--- config.mk ---
export PLATFORM = sky130hd
export DESIGN_NAME = fir_output_requantizer
export DESIGN_NICKNAME = d
export VERILOG_FILES = /design/src/rtl/fir_output_requantizer.sv
export SDC_FILE = /design/constraint.sdc
export NUM_CORES = 1
export LEC_CHECK = 0
export CAP_MARGIN = 20
export CORE_MARGIN = 2
export CORE_UTILIZATION = 57
export CTS_CLUSTER_DIAMETER = 200
export DETAILED_ROUTE_END_ITERATION = 10
export MAX_ROUTING_LAYER = met4
export PLACE_DENSITY = 0.81
export SYNTH_ARGS = -nofsm -noshare
export SYNTH_HDL_FRONTEND = slang
export SYNTH_SLANG_ARGS = --single-unit
--- constraint.sdc ---
create_clock -name i_clk -period 3.9 [get_ports i_clk]
set_clock_uncertainty 0.1 [all_clocks]
set_input_delay 0.39 -clock i_clk [delete_from_list [all_inputs] [get_ports i_clk]]
set_output_delay 0.39 -clock i_clk [all_outputs]
set_load 0.02 [all_outputs]
--- src/rtl/fir_output_requantizer.sv ---
// FIR output requantizer: round, arithmetic shift and saturate the accumulator
// result, then buffer it in a small first-word-fall-through FIFO.
module fir_output_requantizer #(
    parameter int unsigned DATA_WIDTH = 24,
    parameter int unsigned OUT_WIDTH  = 16,
    parameter int unsigned SHIFT      = 8,
    parameter int unsigned ROUND      = 1,
    parameter int unsigned FIFO_DEPTH = 4
) (
    input  logic                               i_clk,
    input  logic                               i_rst,
    input  logic                               i_en,
    input  logic [DATA_WIDTH-1:0]              iv_din,
    input  logic                               i_din_valid,
    output logic                               o_ready,
    output logic [OUT_WIDTH-1:0]               ov_dout,
    output logic                               o_dout_valid,
    input  logic                               i_ready,
    output logic                               o_sat,
    input  logic                               i_sat_clr,
    output logic [$clog2(FIFO_DEPTH+1)-1:0]    ov_count
);

    localparam int unsigned SUM_W  = DATA_WIDTH + 1;
    localparam int unsigned PTR_W  = $clog2(FIFO_DEPTH);
    localparam int unsigned CNT_W  = $clog2(FIFO_DEPTH + 1);
    localparam int unsigned CR_W   = CNT_W + 1;
    localparam int unsigned HI_W   = SUM_W - (OUT_WIDTH - 1);
    localparam int unsigned RND_SH = (SHIFT > 0) ? SHIFT - 1 : 0;
    localparam logic [SUM_W-1:0] RND =
        (ROUND != 0 && SHIFT > 0) ? (SUM_W'(1) << RND_SH) : '0;

    logic                     s1_valid;
    logic signed [SUM_W-1:0]  s1_sum;
    logic                     s2_valid;
    logic                     s2_sat;
    logic [OUT_WIDTH-1:0]     s2_data;
    logic [OUT_WIDTH-1:0]     mem [FIFO_DEPTH];
    logic [PTR_W-1:0]         wr_ptr;
    logic [PTR_W-1:0]         rd_ptr;

    logic [CR_W-1:0]          in_use_c;
    logic                     accept_c;
    logic                     wr_c;
    logic                     rd_c;
    logic signed [SUM_W-1:0]  q_c;
    logic [HI_W-1:0]          q_hi_c;
    logic                     ovf_pos_c;
    logic                     ovf_neg_c;
    logic [OUT_WIDTH-1:0]     sat_data_c;

    // Credit check: buffered plus in-flight words must leave room for one more.
    always_comb begin
        in_use_c     = CR_W'(ov_count) + CR_W'(s1_valid) + CR_W'(s2_valid);
        o_ready      = i_en && !i_rst && (in_use_c < CR_W'(FIFO_DEPTH));
        accept_c     = i_din_valid && o_ready;
        o_dout_valid = (ov_count != '0);
        wr_c         = i_en && s2_valid;
        rd_c         = i_en && o_dout_valid && i_ready;
        ov_dout      = o_dout_valid ? mem[rd_ptr] : '0;
    end

    // Saturation: every bit above the output sign bit must match the sign.
    always_comb begin
        q_c       = s1_sum >>> SHIFT;
        q_hi_c    = q_c[SUM_W-1:OUT_WIDTH-1];
        ovf_pos_c = !q_hi_c[HI_W-1] && (q_hi_c != '0);
        ovf_neg_c = q_hi_c[HI_W-1] && (q_hi_c != '1);
        sat_data_c = q_c[OUT_WIDTH-1:0];
        if (ovf_pos_c) begin
            sat_data_c = {1'b0, {(OUT_WIDTH-1){1'b1}}};
        end else if (ovf_neg_c) begin
            sat_data_c = {1'b1, {(OUT_WIDTH-1){1'b0}}};
        end
    end

    // Datapath stages; qualified by the valid bits, so no reset needed.
    always_ff @(posedge i_clk) begin
        if (i_en) begin
            s1_sum  <= {iv_din[DATA_WIDTH-1], iv_din} + RND;
            s2_data <= sat_data_c;
            s2_sat  <= ovf_pos_c || ovf_neg_c;
        end
    end

    always_ff @(posedge i_clk) begin
        if (wr_c) begin
            mem[wr_ptr] <= s2_data;
        end
    end

    // Control: stage valids, FIFO pointers/occupancy and sticky saturation flag.
    always_ff @(posedge i_clk) begin
        if (i_rst) begin
            s1_valid <= 1'b0;
            s2_valid <= 1'b0;
            wr_ptr   <= '0;
            rd_ptr   <= '0;
            ov_count <= '0;
            o_sat    <= 1'b0;
        end else if (i_en) begin
            s1_valid <= accept_c;
            s2_valid <= s1_valid;
            if (wr_c) begin
                wr_ptr <= wr_ptr + PTR_W'(1);
            end
            if (rd_c) begin
                rd_ptr <= rd_ptr + PTR_W'(1);
            end
            case ({wr_c, rd_c})
                2'b10:   ov_count <= ov_count + CNT_W'(1);
                2'b01:   ov_count <= ov_count - CNT_W'(1);
                default: ov_count <= ov_count;
            endcase
            if (wr_c && s2_sat) begin
                o_sat <= 1'b1;
            end else if (i_sat_clr) begin
                o_sat <= 1'b0;
            end
        end
    end

endmodule

==> impl_results.md <==
- Post-route setup slack: 1110 ps
- IO Pins: 52
- Pre-CTS setup slack: 1240 ps
- Most used DFF post-synth: edfxtp_1
- CTS Buffer Depth: 2
- Pwr Total: 2.08 mW
- Sequential share of the synthesized area: 70.1%
- Fin nets: 362
- Drt wl/cell: 14.7 um
- Die Y: 93.2 um
- Max-slew violation count: 0
- Crit Path Max Fanout: 16
- Status: completed
- TritonCTS clock tree: built
- Worst reg2reg path endpoint: ov_count[2]$_SDFFE_PP0P_
- Mapped cell area: 4540 um2
- Fmax: 0.358 GHz
- CTS Sinks: 110
- Total grt overflow: 0
- Number of max-cap violations: 0
- Register-to-Register Setup Slack: 1700 ps
- Final setup viols: 0
- Synth warn: 0
- Clk_lat worst skew: 360 ps
- Critical Path Start Type: flop
- Setup CP Type: reg2out
- Slew margin rel.: 43.1%
- Most numerous cell in the Yosys netlist: edfxtp_1
- Leakage Power: 1.79 nW
- Final Cycle Share: 71.6%
- Share of total power in sequential cells: 65.1%
- Largest net degree at the start of global routing: 27
- Crit. End Element: primary output
- Largest family of logic cells by synthesized area: simple AND/OR/NAND/NOR gates
- Post-synth top area share: 64.8%
- First-pass GRT wire length: 10,600 um
- RSZ-0062 raised after global routing: no
- PostCTS Resize Cnt: 0
- Worst VDD drop: 0.207 mV
- WP data arrival: 2300 ps
- P&R area growth vs syn: 15.8%
- Chip width: 93.2 um
- Power Density: 397 nW/um2
- Min Hold Slack: 391 ps
- Detail-routed via count per cell: 5.33
- Fill count: 520
- Post-synthesis cell count: 274
- Initial Util: 58.7%
- Initial antenna violation count: 0
- Worst EP required: 3410 ps
- Clock Pin Slew Worst Setup and Hold Paths: 100 ps
- CTS Buf Count: 9
- Post-route DRC: 0
- Synth Area per Inst: 16.6 um2
- #FFs+latches synth: 110
- Reg2reg path depth: 8
- 1st-iter DRT viols: 194
- DRT Wirelength: 6290 um
- Synth Area in Compound Gates: 4.19%
- PortBufs: 44
- Largest area contributor in the netlist: edfxtp_1
- Share of cells above drive strength 1: 11.3%
- Min cycle time layout: 2790 ps
- Combinational power share: 5.9%
- ANT nets after route: 0
- First-pass DRT Iterations: 4
- Synth Area in XOR/XNOR: 3.67%
- Min-Delay Path Class: reg2reg
- N_diodes: 0
- Number of library cell types mapped by synthesis: 36
- Net Count, Synth: 315
- Top cells by area, synth: edfxtp_1 65%, mux4_2 7.9%, dfxtp_1 5.3%
- HPWL Detailed: 4380 um
- H-Tree Depth: 3
- Slew @ Worst Pin: 854 ps
- Synth async-reset ratio: 0%
- Hold_buf cts: 0
- RR Startpoint: ov_count[0]$_SDFFE_PP0P_
- # Post-CTS Setup Buffers: 0
- Multiplexer area fraction after synthesis: 8.16%
- Setup TNS Final: 0 ps
- Die area: 8690 um2
- Pint: 1.64 mW
- Switching Power: 0.449 mW
- Synth top cells by count: 98 x edfxtp_1, 16 x and2_1, 16 x mux4_2, 15 x a21o_1
- FP Rows: 32
- Switching share of power: 21.5%
- Final hold vios: 0
- Vias in the first global route: 2,254
- EDFF count, synth: 98
- RePlAce Congestion: 0.743
- GRT Total Usage: 16.6%
- Worst Setup EP: ov_dout[5]
- Post-Synth Simple-Gate Area: 8.68%
- Via Count: 2,283
- Core region area: 7730 um2
- Clk pwr share: 29.0%
- Root Buffer Master: clkbuf_8
- Adder-cell share of the synthesized area: 3.20%
-- per-stage QoR --
stage | std cells | instance area (um2) | utilization [%]
CTS | 428 | 5250 | 68.0
global route | 428 | 5250 | 68.0
detailed placement | 412 | 5070 | 65.6
finish | 428 | 5250 | 68.0
floorplan | 274 | 4540 | -
global placement | 412 | 5070 | 65.6
-- worst min path at each step --
stage                                         from             endpoint  slack [ps]  cells after the start
after floorplan           s2_data[0]$_SDFFCE_PP1P_  mem[0][0]$_DFFE_PP_         360                      0
after global placement    s2_data[5]$_SDFFCE_PP1P_  mem[2][5]$_DFFE_PP_         370                      0
after detailed placement        o_sat$_SDFFE_PP0P_   o_sat$_SDFFE_PP0P_         380                      2
after CTS                 s2_data[6]$_SDFFCE_PP1P_  mem[0][6]$_DFFE_PP_         400                      0
after global routing      s2_data[6]$_SDFFCE_PP1P_  mem[2][6]$_DFFE_PP_         420                      0
final                     s2_data[6]$_SDFFCE_PP1P_  mem[2][6]$_DFFE_PP_         390                      0
-- power groups by stage --
| stage | Sequential (mW) | Clock, mW | Combinational [mW] |
|---|---|---|---|
| 2_1_floorplan | 1.38 | 0 | 0.0639 |
| 3_3_place_gp | 1.38 | 0 | 0.121 |
| 3_5_place_dp | 1.38 | 0 | 0.123 |
| 4_1_cts | 1.36 | 0.620 | 0.124 |
| 5_1_grt | 1.36 | 0.672 | 0.137 |
| 6_report | 1.36 | 0.605 | 0.122 |
-- critical path, cell delays in order, from the launching register on --
cell and delay [ps]:
dfxtp_1 820, mux4_2 420, and2_1 170, clkdlybuf4s50_1 530
-- metal layers --
metal  wire, um  GRT usage (%)
met3        232           4.11
met2       3110           26.4
met4         84           5.51
met5          0              -
met1       2860           21.4
-- registers in the layout (all words and copies together), names as in the netlist, named ones only --
signal	count
mem	64
o_sat	1
ov_count	3
rd_ptr	2
s1_sum	17
s1_valid	1
s2_data	16
s2_sat	1
s2_valid	1
wr_ptr	2
-- cell families (layout without fill, tap and decap cells) --
group | after synthesis | count (layout)
XOR/XNOR | 19 | 19
adder cells (fa/ha/maj) | 11 | 11
multiplexers | 17 | 17
buffers and inverters | 22 | 74
AO/OA/AOI/OAI | 27 | 27
flip-flops | 110 | 110
AND/OR/NAND/NOR | 68 | 68
-- layout make-up --
type                            instances  area [um2]  share of cell area [%]
Tap cell                              102         128                    2.43
Multi-Input combinational cell        142        1270                    24.1
Clock buffer                            9         124                    2.36
Sequential cell                       110        3180                    60.6
Clock inverter                          7        57.6                    1.10
Timing Repair Buffer                   46         450                    8.57
Inverter                               12        45.0                   0.857
-- cells in the final DEF (no fill, tap or decap), drive strengths merged, types with 10 or more instances in the layout --
cell	n
mux4	16
and2	16
a21o	15
clkdlybuf4s50	43
ha	10
nor2	10
xor2	10
dfxtp	12
edfxtp	98
inv	14
Note: power is estimated with default switching activity, not from simulation.
